<file path="config.mk">
export PLATFORM = sky130hd
export DESIGN_NAME = sc_adder_tree_counter
export DESIGN_NICKNAME = d
export VERILOG_FILES = /design/src/rtl/sc_pkg.sv /design/src/rtl/sc_adder.sv /design/src/rtl/sc_lfsr16.sv /design/src/rtl/sc_adder_tree_counter.sv
export SDC_FILE = /design/constraint.sdc
export NUM_CORES = 1
export LEC_CHECK = 0
export ABC_AREA = 1
export BUFFER_PORTS_ARGS = -buffer_cell sky130_fd_sc_hd__clkbuf_2
export CORE_MARGIN = 8
export CORE_UTILIZATION = 42
export CTS_BUF_LIST = sky130_fd_sc_hd__clkbuf_8 sky130_fd_sc_hd__clkbuf_16
export CTS_CLUSTER_SIZE = 30
export DETAILED_ROUTE_END_ITERATION = 12
export HOLD_SLACK_MARGIN = 0.12
export MAX_ROUTING_LAYER = met4
export PLACE_DENSITY_LB_ADDON = 0.12
export SETUP_SLACK_MARGIN = 0.05
export SYNTH_ARGS = -nofsm -noshare
export SYNTH_HDL_FRONTEND = slang
export SYNTH_HIERARCHICAL = 1
export SYNTH_SLANG_ARGS = --single-unit
</file>
<file path="constraint.sdc">
create_clock -name clk -period 1.4 [get_ports clk]
set_clock_uncertainty 0.1 [all_clocks]
set_input_delay 0.21 -clock clk [delete_from_list [all_inputs] [get_ports clk]]
set_output_delay 0.21 -clock clk [all_outputs]
set_load 0.03 [all_outputs]
</file>
<file path="src/rtl/sc_pkg.sv">
// Shared definitions for the stochastic-computing datapath.
//   LFSR_TAPS         : Fibonacci feedback mask for x^16+x^14+x^13+x^11+1
//   LFSR_DEFAULT_SEED : default nonzero reset value for the LFSR
//   sc_clog2          : ceiling log2, usable in parameter expressions
package sc_pkg;

  localparam int          LFSR_WIDTH        = 16;
  // Exponents 16,14,13,11 map to state bits 0,2,3,5 of a right-shifting register.
  localparam logic [15:0] LFSR_TAPS         = 16'h002D;
  localparam logic [15:0] LFSR_DEFAULT_SEED = 16'hACE1;

  // Smallest r with 2^r >= value; sc_clog2(1) == 0.
  function automatic int sc_clog2(input int value);
    int r;
    r = 0;
    for (int i = 0; i < 31; i++) begin
      if ((1 << i) < value) r = i + 1;
    end
    return r;
  endfunction

endpackage

</file>
<file path="src/rtl/sc_adder.sv">
// Stochastic scaled adder cell: a 2:1 mux.
//   x, y : input bitstreams
//   sel  : select bitstream (0 picks x, 1 picks y)
//   z    : output bitstream, P(z) = (P(x) + P(y)) / 2 for an unbiased sel
module sc_adder (
  input  logic x,
  input  logic y,
  input  logic sel,
  output logic z
);

  assign z = sel ? y : x;

endmodule

</file>
<file path="src/rtl/sc_lfsr16.sv">
// 16-bit Fibonacci LFSR used as the select-stream source.
//   clk, rst : clock and synchronous active-high reset
//   en       : advance one step per enabled cycle, hold otherwise
//   seed     : reset value, must be nonzero
//   state    : current register contents
module sc_lfsr16
  import sc_pkg::*;
(
  input  logic        clk,
  input  logic        rst,
  input  logic        en,
  input  logic [15:0] seed,
  output logic [15:0] state
);

  logic feedback;

  assign feedback = ^(state & LFSR_TAPS);

  // New bit enters at the MSB, so bit k of today is bit k+1 of yesterday.
  always_ff @(posedge clk) begin
    if (rst) begin
      state <= seed;
    end else if (en) begin
      state <= {feedback, state[15:1]};
    end
  end

endmodule

</file>
<file path="src/rtl/sc_adder_tree_counter.sv">
// Pipelined balanced tree of stochastic mux adders with an integrated
// window counter that turns the output bitstream into a binary count.
//   clk, rst    : clock and synchronous active-high reset
//   en          : advance enable, the whole block holds when low
//   inputs      : N input bitstream bits
//   sum         : scaled-sum bitstream, P(sum) = sum(p_i) / 2^clog2(N)
//   count       : ones counted in the last completed window of STREAM_LEN bits
//   count_valid : one-cycle pulse on the edge that count updates
module sc_adder_tree_counter
  import sc_pkg::*;
#(
  parameter  int          N          = 8,
  parameter  int          STREAM_LEN = 256,
  parameter  logic [15:0] SEED       = LFSR_DEFAULT_SEED,
  localparam int          D          = sc_clog2(N),
  localparam int          P          = 1 << D,
  localparam int          CW         = sc_clog2(STREAM_LEN + 1)
) (
  input  logic          clk,
  input  logic          rst,
  input  logic          en,
  input  logic [N-1:0]  inputs,
  output logic          sum,
  output logic [CW-1:0] count,
  output logic          count_valid
);

  // pos must hold 0..STREAM_LEN-1 and still be at least one bit wide.
  localparam int PW = (sc_clog2(STREAM_LEN) < 1) ? 1 : sc_clog2(STREAM_LEN);

  logic [15:0]         lfsr_state;
  logic [D:0][P-1:0]   tree;
  logic [D-1:0]        vld;
  logic [CW-1:0]       acc;
  logic [PW-1:0]       pos;
  logic                unused_lfsr;
  logic                unused_tree;

  sc_lfsr16 u_lfsr (
    .clk   (clk),
    .rst   (rst),
    .en    (en),
    .seed  (SEED),
    .state (lfsr_state)
  );

  // Leaves beyond N are tied to 0, which is why the scale is 1/P rather than 1/N.
  assign tree[0] = P'(inputs);

  // Level k reduces tree[k] into tree[k+1]; slots past the active width stay 0.
  for (genvar k = 0; k < D; k++) begin : g_level
    localparam int W = P >> (k + 1);
    for (genvar j = 0; j < P; j++) begin : g_node
      if (j < W) begin : g_active
        logic mux_out;
        logic node_q;

        sc_adder u_add (
          .x   (tree[k][2*j]),
          .y   (tree[k][2*j+1]),
          .sel (lfsr_state[k]),
          .z   (mux_out)
        );

        always_ff @(posedge clk) begin
          if (rst) begin
            node_q <= 1'b0;
          end else if (en) begin
            node_q <= mux_out;
          end
        end

        assign tree[k+1][j] = node_q;
      end else begin : g_pad
        assign tree[k+1][j] = 1'b0;
      end
    end
  end

  assign sum = tree[D][0];

  // Only the low D LFSR bits and the root of the tree are consumed.
  assign unused_lfsr = ^lfsr_state;
  assign unused_tree = ^tree;

  // Shifts in a 1 per enabled cycle so vld[D-1] marks the first bit that has
  // travelled the full tree since reset; priming zeros are never counted.
  always_ff @(posedge clk) begin
    if (rst) begin
      vld <= '0;
    end else if (en) begin
      vld <= (vld << 1) | D'(1);
    end
  end

  // The closing bit of a window goes straight into count, so nothing is
  // lost or counted twice when acc restarts from zero.
  always_ff @(posedge clk) begin
    if (rst) begin
      acc         <= '0;
      pos         <= '0;
      count       <= '0;
      count_valid <= 1'b0;
    end else begin
      count_valid <= 1'b0;
      if (en && vld[D-1]) begin
        if (pos == PW'(STREAM_LEN - 1)) begin
          count       <= acc + CW'(sum);
          count_valid <= 1'b1;
          acc         <= '0;
          pos         <= '0;
        end else begin
          acc <= acc + CW'(sum);
          pos <= pos + PW'(1);
        end
      end
    end
  end

endmodule

</file>
Yosys cells after proc, flatten, opt, wreduce, memory -nomap -nowiden
Cells that the tools add are included.
{ "op_classes": {"add_sub_neg": 2, "eq_ne": 1, "muxes": 10, "n_bitwise": 1, "reduce_logical": 4} }
{ "ops": {"columns": ["cell", "n"], "rows": [
  ["parity 16 bit", 1],
  ["adder 9 x 1 -> 9 bit", 1],
  ["two-way mux 9 bit", 1],
  ["adder 8 x 1 -> 8 bit (second input constant)", 1],
  ["equality test 8 bit (second input constant)", 1],
  ["two-way mux 1 bit", 8],
  ["two-way mux 8 bit", 1],
  ["AND reduction 2 bit", 1],
  ["OR reduction 2 bit", 1],
  ["logical AND 1 bit", 1],
  ["NOT 1 bit", 1]
]} }
{ "totals": {"register_bits": 53, "input_bits": 11, "output_inout_bits": 11} }

Depth between registers and ports, before layout
Gate-level depths: netlist (run 1).
{ "depth": {"depth_word": 3, "ltp_mapped": 9} }

Cells and area by module
Netlist (run 1), hierarchy kept.
{ "by_module_without_submodules": {"columns": ["mod", "n_inst", "cells_per_inst", "area_per_inst_um2", "seq_area_each_um2"], "rows": [
  ["sc_adder_tree_counter", 1, 222, 1661.6, 740.7],
  ["sc_lfsr16", 1, 82, 759.5, 480.5],
  ["sc_adder", 7, 4, 15.0, 0.0]
]} }

Least setup slack after synthesis (run 1)
OpenSTA, ideal clock, no wires.
{ "synth_path": {"path_type": "register to register", "start": "register g_level[2].g_node[0].g_active.node_q (netlist: sum)", "end": "register acc[6]", "setup_ps": 132, "arrival_time_ps": 1368, "required_ps": 1168, "slack_ps": -200, "path_stages_with_launch": 8, "path_buffers": 0, "period_less_slack_ps": 1600, "cell_sequence": "dfxtp_1 ha_1 ha_1 nand3_1 o21ai_0 nand2_1 nand2_1 a21oi_1"} }
{ "synth_via": {"elab_chain_len": 2} }
{ "synth_lines": {"columns": ["element", "line_no", "rtl"], "rows": [
  ["start, declared", "sc_adder_tree_counter.sv:56", "logic node_q;"],
  ["start signal, assigned", "sc_adder_tree_counter.sv:69", "node_q <= mux_out;"],
  ["adder 9 x 1 -> 9 bit", "sc_adder_tree_counter.sv:113", "acc <= acc + CW'(sum);"],
  ["two-way mux 9 bit", "sc_adder_tree_counter.sv:107", "if (pos == PW'(STREAM_LEN - 1)) begin"],
  ["end signal, assigned", "sc_adder_tree_counter.sv:113", null],
  ["end, declared", "sc_adder_tree_counter.sv:34", "logic [CW-1:0] acc;"]
]} }
Every way passes these cells.
A chain may end at the register's enable or synchronous reset.

Worst setup path in the final report (run 1)
{ "layout_path": {"start": "register g_level[2].g_node[0].g_active.node_q (netlist: sum)", "end": "register count[4]"} }
{ "layout_via": {"elab_chain_len": 1} }
{ "layout_lines": {"columns": ["element", "line_no", "rtl"], "rows": [
  ["adder 9 x 1 -> 9 bit", "sc_adder_tree_counter.sv:108", "count <= acc + CW'(sum);"],
  ["end signal, assigned", "sc_adder_tree_counter.sv:108", null],
  ["end, declared", "sc_adder_tree_counter.sv:24", "output logic [CW-1:0] count,"]
]} }
Every way passes these cells.

==> results.json, run 1 <==
{
  "die_w_um": 93.6,
  "cp-startpoint": "sum",
  "grt_setup_unrepaired": "true",
  "hold_viol_final": 0,
  "clk_latency_ns": 0.31,
  "tns_ns": 0,
  "r2r_slack_ns": 0.02,
  "io_pins": 22,
  "gp_congestion": 0.818,
  "leakage_nw": 1.50,
  "place_area_um2": 2910,
  "nFillCells": 544,
  "first_pass_iters": 4,
  "setup_ws_ns": 0.0202,
  "area_growth_pct": 31.8,
  "pre_cts_ws_ns": -0.0443,
  "insertedDiodeCount": 0,
  "rr_worst_depth": 7,
  "min_path_cells": 5,
  "finalSetupViolations": 0,
  "gr-total-overflow": 0,
  "dp.cells": 453,
  "grtUsageTotal_pct": 13.1,
  "cts_tree": "built",
  "critPathArrivalTime_ns": 1.49,
  "core_um2": 5850,
  "syn_area_um2": 2530,
  "antenna_found_initial": 0,
  "drc": 0,
  "cts_num_sinks": 53,
  "finalNetCount": 413,
  "cp-start-kind": "flip-flop",
  "top_layer": "met4",
  "rows": 28,
  "power.density_nw_per_um2": 911,
  "r2r-end": "count[4]",
  "met1Wirelength_mm": 2.62,
  "holdPathEnd": "g_level[0].g_node[3].g_active.node_q",
  "vias_per_cell": 4.49,
  "hold_start": "inputs[6]",
  "status": "finished clean",
  "final_util_pct": 56.9,
  "numCtsBuffers": 5,
  "initial_utilization_pct": 43.2,
  "drv_slew": 0,
  "ys.warnings.count": 6,
  "worstSetupPathType": "reg2reg",
  "hold_slack_ns": 0.128,
  "routed_wl_mm": 5.31,
  "port_buffers": 21,
  "ant_nets": 0,
  "endpoint_kind": "flip-flop",
  "min_path_type": "in2reg",
  "synth_cell_type_count": 28,
  "synth_seq_area_share_pct": 48.3,
  "syn_avg_cell_area_um2": 7.61,
  "post-route-min-period_ns": 1.38,
  "required_ns": 1.51,
  "h-tree-depth": 2,
  "maxCapViolCount": 0,
  "grt_pass1_vias": 1943,
  "grt_pass1_wl_mm": 8.94,
  "wl_met2_mm": 2.39,
  "path_clk_slew_ns": 0.10,
  "peakVddDrop_v": 0.000461,
  "synth-seq-cells": 53,
  "post-route-period-util_pct": 98.6,
  "crit_fanout": 3,
  "dp_hpwl_mm": 3.50,
  "final_area_um2": 3330,
  "postSynthCellCount": 332,
  "grt_max_degree": 21,
  "die_h_um": 93.6,
  "vias": 2131,
  "wire_per_inst_um": 11.2,
  "power.total_mw": 3.03,
  "dieArea_um2": 8750,
  "worstReg2RegStart": "sum",
  "instances_no_fill": 475,
  "cts_root_buf": "clkbuf_8",
  "clk_path_buf_depth": 2,
  "layout-drive-gt1-share_pct": 28.5,
  "dr.first_iter.drc_count": 95,
  "met3_length_um": 239,
  "max_freq_mhz": 725
}
## layout make-up
class                      instances  area, um^2  share of cell area (%)
tap                               75        93.8                    2.82
inverter                          32         129                    3.87
sequential                        53        1230                    37.0
clock inverter                     3        38.8                    1.16
multi-input combinational        254        1360                    40.7
clock buffer                       5        68.8                    2.07
timing repair buffer              53         413                    12.4
## cell usage in the layout (no fill, tap or decap), types with 2 or more instances in the layout
master           n
nor3_1           2
nand2_4          4
dlygate4sd3_1    6
inv_1           27
nand2_1        121
inv_2            3
edfxtp_1        16
buf_4           19
ha_4             3
dfxtp_1         30
dfxtp_2          6
o21ai_0         14
xnor2_1          3
a21oi_2          2
buf_12           3
nand3_1          6
conb_1          16
xor2_1           2
a21oi_1         10
clkbuf_2        21
buf_6            4
clkbuf_8         5
nor2_2           5
nand3_2         10
nor2_1          29
nor2_4           6
nand2_2         12
## cells in the mapped netlist (all sizes together)
cell	n	share of area (%)
o21ai	16	3.2
xnor2	4	1.4
conb	2	0.30
or2	1	0.25
edfxtp	16	19
nor2	40	7.1
dfxtp	37	29
clkinv	1	0.15
nand3	17	5.2
nand2	137	21
xor2	2	0.69
a31oi	1	0.25
inv	31	4.6
a21oi	12	2.5
clkbuf	4	0.59
nor3	3	0.79
ha	3	1.5
buf	5	2.1
## worst max-delay path, stage by stage (launching register included)
cell,delay (ns)
dfxtp_4,0.38
ha_4,0.14
ha_4,0.15
nand3_4,0.11
xnor2_2,0.18
buf_4,0.14
nand2_2,0.05
nand2_1,0.04
## what timing repair did
| action | 4_1_cts | 5_1_grt |
|---|---|---|
| pin swaps | 8 | 17 |
| hold endpoints to repair | 5 | 0 |
| gates cloned | 2 | 0 |
| resized for setup | 17 | 34 |
| hold buffers | 6 | 0 |
| endpoints found under the setup margin | 19 | 22 |
| buffers inserted | 1 | 6 |
## worst max-delay path by stage
stage | end | slack (ns) | depth (start not counted)
2_1_floorplan | acc[8] | 0.05 | 9
3_3_place_gp | count[4] | -0.02 | 9
3_5_place_dp | count[8] | -0.04 | 9
4_1_cts | count[8] | 0.03 | 9
5_1_grt | count[5] | -0.06 | 9
6_report | count[4] | 0.02 | 7
## state kept, by name (all words and copies together), names as in the netlist
| name | flops |
|---|---|
| vld | 3 |
| u_lfsr/state | 16 |
| pos | 8 |
| acc | 9 |
| g_level.g_node.g_active.node_q | 6 |
| sum | 1 |
| count | 9 |
| count_valid | 1 |
## metal layers
layer | vias up | GRT usage [%]
met1 | 946 | 17.0
met4 | 0 | 4.36
met3 | 6 | 3.53
met2 | 33 | 19.3
met5 | - | -
li1 | 1146 | -
## cells by family after synthesis
family	Yosys count	share of synthesized area, %
compound gates	29	5.94
xor+xnor	6	2.08
fa+ha+maj	3	1.49
buf+inv	41	7.43
flops	53	48.3
other cells	2	0.297
simple gates	198	34.4
## where the power goes
group | internal [mW] | leakage [nW] | switching, mW | total [mW]
registers | 1.67 | 0.471 | 0.0410 | 1.71
logic | 0.127 | 0.973 | 0.176 | 0.303
clock network | 0.524 | 0.0593 | 0.499 | 1.02
Power figures use the tool's default switching activity.
==> inputs of run 2 (changes only) <==
--- a/config.mk
+++ b/config.mk
@@ -7,6 +7,7 @@
 export LEC_CHECK = 0
 export ABC_AREA = 1
 export BUFFER_PORTS_ARGS = -buffer_cell sky130_fd_sc_hd__clkbuf_2
+export CAP_MARGIN = 20
 export CORE_MARGIN = 8
 export CORE_UTILIZATION = 42
 export CTS_BUF_LIST = sky130_fd_sc_hd__clkbuf_8 sky130_fd_sc_hd__clkbuf_16
@@ -15,7 +16,6 @@
 export HOLD_SLACK_MARGIN = 0.12
 export MAX_ROUTING_LAYER = met4
 export PLACE_DENSITY_LB_ADDON = 0.12
-export SETUP_SLACK_MARGIN = 0.05
 export SYNTH_ARGS = -nofsm -noshare
 export SYNTH_HDL_FRONTEND = slang
 export SYNTH_HIERARCHICAL = 1
==> run 2 against run 1 <==
- combinational power rose by 4%
- final cell count rose by 0.21%
- clock-buffer cell count did not move
- utilization rose by 0.51 points
- highest routed layer unchanged
- critical path type unchanged
- sequential share of layout area fell by 0.41 points
- first-iteration DRC count rose by 82%
- register-to-register slack barely moved
- maximum frequency rose by 0.69%
- die area did not move
- hold slack got worse by 0.0043 ns
- non-clock buffer count rose by 1
==> results.json, run 2 (same netlist as run 1, synthesis figures left out) <==
{
  "status": "finished clean",
  "min_path_type": "in2reg",
  "finalSetupViolations": 0,
  "met3_length_um": 261,
  "p_clk_share_pct": 29.8,
  "rows": 28,
  "top_layer": "met4",
  "io_pins": 22,
  "core_um2": 5850,
  "cp.depth": 7,
  "grt_pass1_vias": 1972,
  "largest_register": "u_lfsr/state",
  "cp-start-kind": "flip-flop",
  "vias_per_cell": 4.53,
  "cp-startpoint": "sum",
  "clk_latency_ns": 0.30,
  "wire_per_inst_um": 11.3,
  "gr-total-overflow": 0,
  "leakage_nw": 1.50,
  "worstReg2RegStart": "sum",
  "place_area_um2": 2920,
  "antenna_found_initial": 0,
  "wl_met2_mm": 2.37,
  "intPower_mw": 2.15,
  "cp_cell_sequence": "ha_4, ha_4, nand3_4, xnor2_2, buf_4, nand2_2, nand2_2",
  "pre_cts_ws_ns": -0.0747,
  "endpoint_kind": "flip-flop",
  "instances_no_fill": 476,
  "post-route-min-period_ns": 1.37,
  "dp.cells": 455,
  "setup_ws_ns": 0.0296,
  "grtUsageTotal_pct": 13.3,
  "insertedDiodeCount": 0,
  "initial_utilization_pct": 43.2,
  "vias": 2156,
  "routed_wl_mm": 5.38,
  "rr_worst_depth": 7,
  "cts_tree": "built",
  "crit_slowest_cell": "dfxtp_4",
  "h-tree-depth": 2,
  "peakVddDrop_v": 0.000480,
  "final_util_pct": 57.4,
  "cts_num_sinks": 53,
  "power.density_nw_per_um2": 857,
  "largest_register_ffs": 16,
  "area_growth_pct": 33.0,
  "critPathArrivalTime_ns": 1.48,
  "first_pass_iters": 7,
  "crit_end": "count[4]",
  "min_path_cells": 5,
  "cts_root_buf": "clkbuf_8",
  "r2r-end": "count[4]",
  "max_freq_mhz": 730,
  "die_w_um": 93.6,
  "grt_pass1_wl_mm": 9.10,
  "numCtsBuffers": 5,
  "mostFrequentLayoutCell": "nand2_1",
  "power.total_mw": 2.88,
  "switchingPower_mw": 0.733,
  "r2r_slack_ns": 0.03,
  "finalNetCount": 414,
  "clk_path_buf_depth": 2,
  "met1Wirelength_mm": 2.69,
  "drv_slew": 0,
  "worstSetupPathType": "reg2reg",
  "comb_power_share_pct": 10.9,
  "gp_congestion": 0.818,
  "required_ns": 1.51,
  "hold_viol_final": 0,
  "post-route-period-util_pct": 97.9,
  "cp_num_buf_inv": 1,
  "ant_nets": 0,
  "crit_fanout": 3,
  "path_clk_slew_ns": 0.10,
  "timing.critical_path.slowest_cell_delay_ns": 0.37,
  "port_buffers": 21,
  "dieArea_um2": 8750,
  "die_h_um": 93.6,
  "layout_common_cells": "nand2_1, dfxtp_1, nor2_1",
  "dp_hpwl_mm": 3.68,
  "hold_slack_ns": 0.124,
  "reg.largest.list": "u_lfsr/state: 16 flops, acc: 9 flops, count: 9 flops",
  "layout-drive-gt1-share_pct": 29.7,
  "dr.first_iter.drc_count": 173,
  "tns_ns": 0,
  "switching_share_pct": 25.5,
  "maxCapViolCount": 0,
  "p_seq_share_pct": 59.2,
  "crit_family": "flip-flops",
  "drc": 0,
  "grt_setup_unrepaired": "true",
  "final_area_um2": 3360,
  "grt_max_degree": 23
}
==> run 2: cell count changes in the layout (fill, tap and decap cells not counted), sizes merged <==
| cell | change |
|---|---|
| clkinv | -2 |
| clkinvlp | +1 |
| bufinv | -1 |
| inv | +2 |
| dlygate4sd3 | +1 |
==> run 2: final cells by class <==
type / count / area, um^2
clock inverters: 3 / 17.5
multi-input cells: 254 / 1400
fillers: 549 / 2490
flip-flops and latches: 53 / 1230
inverters: 32 / 131
repair buffers: 54 / 424
well taps: 75 / 93.8
clock buffers: 5 / 68.8
==> run 2: worst register-to-register path, stage by stage, from the launching register on <==
cell and delay [ns]:
dfxtp_4 0.37, ha_4 0.14, ha_4 0.16, nand3_4 0.10, xnor2_2 0.18, buf_4 0.14, nand2_2 0.06, nand2_2 0.04
==> run 2: what timing repair did <==
| item | 4_1_cts | 5_1_grt |
|---|---|---|
| gates resized for setup | 13 | 45 |
| buffers inserted | 1 | 3 |
| pin swaps | 5 | 22 |
| hold buffers | 7 | 0 |
| endpoints found under the hold margin | 4 | 0 |
| setup endpoints to repair | 15 | 20 |
| cloned | 2 | 0 |
==> run 2: how the worst min path moves through the flow <==
stage	startpoint	end	slack, ns
after floorplan	rst	acc[0]	0.18
after detailed placement	count[3]	count[3]	0.36
final	inputs[5]	g_level[0].g_node[2].g_active.node_q	0.12
after global routing	inputs[5]	g_level[0].g_node[2].g_active.node_q	0.12
after CTS	inputs[5]	g_level[0].g_node[2].g_active.node_q	0.12
after global placement	count[2]	count[2]	0.35
==> run 2: power groups by stage <==
| stage | clock network [mW] | logic [mW] | registers (mW) |
|---|---|---|---|
| 6_report | 0.859 | 0.314 | 1.71 |
| 3_5_place_dp | 0 | 0.285 | 1.74 |
| 4_1_cts | 0.903 | 0.306 | 1.71 |
| 3_3_place_gp | 0 | 0.278 | 1.74 |
| 5_1_grt | 0.965 | 0.357 | 1.72 |
| 2_1_floorplan | 0 | 0.182 | 1.74 |
==> run 2: routing by layer <==
metal / vias up / global-route usage [%]
met5: - / -
met4: 0 / 4.76
met3: 5 / 3.69
met2: 37 / 19.9
met1: 954 / 16.9
li1: 1160 / -
==> inputs of run 3 (changes only) <==
--- a/config.mk
+++ b/config.mk
@@ -8,6 +8,7 @@
 export ABC_AREA = 1
 export BUFFER_PORTS_ARGS = -buffer_cell sky130_fd_sc_hd__clkbuf_2
 export CAP_MARGIN = 20
+export CORE_ASPECT_RATIO = 2
 export CORE_MARGIN = 8
 export CORE_UTILIZATION = 42
 export CTS_BUF_LIST = sky130_fd_sc_hd__clkbuf_8 sky130_fd_sc_hd__clkbuf_16
@@ -16,6 +17,7 @@
 export HOLD_SLACK_MARGIN = 0.12
 export MAX_ROUTING_LAYER = met4
 export PLACE_DENSITY_LB_ADDON = 0.12
+export SKIP_CTS_REPAIR_TIMING = 1
 export SYNTH_ARGS = -nofsm -noshare
 export SYNTH_HDL_FRONTEND = slang
 export SYNTH_HIERARCHICAL = 1
==> run 3 against run 2 <==
- largest cell class unchanged
- wire length down 4.8%
- sequential cell count unchanged
- power up 11%
- register-to-register slack worse by 0.02 ns
- hold slack better by 0.021 ns
- clock-buffer cell count up 1
==> results.json, run 3 (same netlist as run 1, synthesis figures left out) <==
{
  "hold_start": "inputs[3]",
  "cts_root_buf": "clkbuf_16",
  "vias": 2133,
  "die_w_um": 70.8,
  "cts_num_sinks": 53,
  "holdPathEnd": "g_level[0].g_node[1].g_active.node_q",
  "leakage_nw": 1.47,
  "vias_per_cell": 4.65,
  "path_clk_slew_ns": 0.06,
  "area_growth_pct": 28.1,
  "layout_common_cells": "nand2_1, dfxtp_1, nor2_1",
  "maxCapViolCount": 0,
  "dieArea_um2": 8900,
  "max_freq_mhz": 717,
  "gr-total-overflow": 0,
  "setup_ws_ns": 0.00549,
  "layout-drive-gt1-share_pct": 26.0,
  "dp.cells": 441,
  "peakVddDrop_v": 0.000703,
  "gp_congestion": 0.832,
  "post-route-period-util_pct": 99.6,
  "ant_nets": 0,
  "port_buffers": 21,
  "endpoint_kind": "flip-flop",
  "min_path_cells": 5,
  "insertedDiodeCount": 0,
  "die_h_um": 126,
  "instances_no_fill": 459,
  "dp_hpwl_mm": 3.64,
  "rr_worst_depth": 10,
  "worstSetupPathType": "reg2reg",
  "grtUsageTotal_pct": 12.5,
  "dr.first_iter.drc_count": 55,
  "routed_wl_mm": 5.12,
  "numCtsBuffers": 5,
  "io_pins": 22,
  "r2r_slack_ns": 0.005,
  "grt_setup_unrepaired": "true",
  "clk_latency_ns": 0.29,
  "wire_per_inst_um": 11.1,
  "clk_path_buf_depth": 2,
  "largest_register_ffs": 16,
  "first_pass_iters": 4,
  "power.density_nw_per_um2": 989,
  "largest_register": "u_lfsr/state",
  "rows": 40,
  "min_path_type": "in2reg",
  "grt_pass1_vias": 2053,
  "worstReg2RegStart": "pos[0]",
  "initial_utilization_pct": 42.8,
  "mostFrequentLayoutCell": "nand2_1",
  "h-tree-depth": 2,
  "cp-start-kind": "flip-flop",
  "core_um2": 5910,
  "drc": 0,
  "crit_fanout": 6,
  "hold_viol_final": 0,
  "final_util_pct": 54.8,
  "status": "finished clean",
  "r2r-end": "count[7]",
  "antenna_found_initial": 0,
  "pre_cts_ws_ns": -0.0774,
  "grt_pass1_wl_mm": 8.78,
  "critPathArrivalTime_ns": 1.53,
  "drv_slew": 0,
  "cts_tree": "built",
  "reg.largest.list": "u_lfsr/state: 16 flops, acc: 9 flops, count: 9 flops",
  "grt_max_degree": 18,
  "finalNetCount": 409,
  "power.total_mw": 3.20,
  "finalSetupViolations": 0,
  "required_ns": 1.54,
  "post-route-min-period_ns": 1.39
}
-- run 3: cell type report --
type                       instances  area (um^2)
tap                               63         78.8
fill                             563         2670
clock buffer                       6          139
clock inverter                     2         8.76
timing repair buffer              51          354
multi-input combinational        252         1300
inverter                          32          123
sequential                        53         1230
-- run 3: worst max-delay path by stage --
stage	depth (start not counted)	from	slack [ns]	end
final	10	pos[0]	0.005	count[7]
after global routing	8	sum	-0.07	acc[2]
after CTS	9	pos[0]	-0.1	count[7]
after detailed placement	9	pos[0]	-0.08	count[7]
after global placement	9	pos[0]	-0.07	count[6]
after floorplan	9	sum	0.005	acc[8]
-- run 3: metrics by stage --
stage               cell area, um^2  TNS, ns  hold WS [ns]
floorplan                      2600        0         0.179
global placement               2880   -0.449         0.345
detailed placement             2880   -0.599         0.356
CTS                            3020   -0.818         0.140
global route                   3240   -0.573         0.185
finish                         3240        0         0.145
-- run 3: critical path: stages, from the launching register on --
cell	delay, ns
dfxtp_2	0.35
ha_4	0.13
inv_2	0.04
nor2_4	0.10
nand2_2	0.08
inv_4	0.08
nand2_8	0.07
nor2_8	0.15
buf_6	0.13
nand2_1	0.05
nand2_1	0.05
-- run 3: routing by layer --
metal  wire length (um)  GRT usage (%)  vias up
li1                   -              -     1136
met1               2270           13.6      950
met2               2470           20.1       39
met3                267           3.90        8
met4                104           5.93        0
met5                  0              -        -
-- run 3: report_power, final --
part	switching (mW)	internal, mW	total [mW]	leakage (nW)
Clock	0.516	0.702	1.22	0.0743
Combinational	0.167	0.108	0.275	0.928
Sequential	0.0397	1.67	1.71	0.470
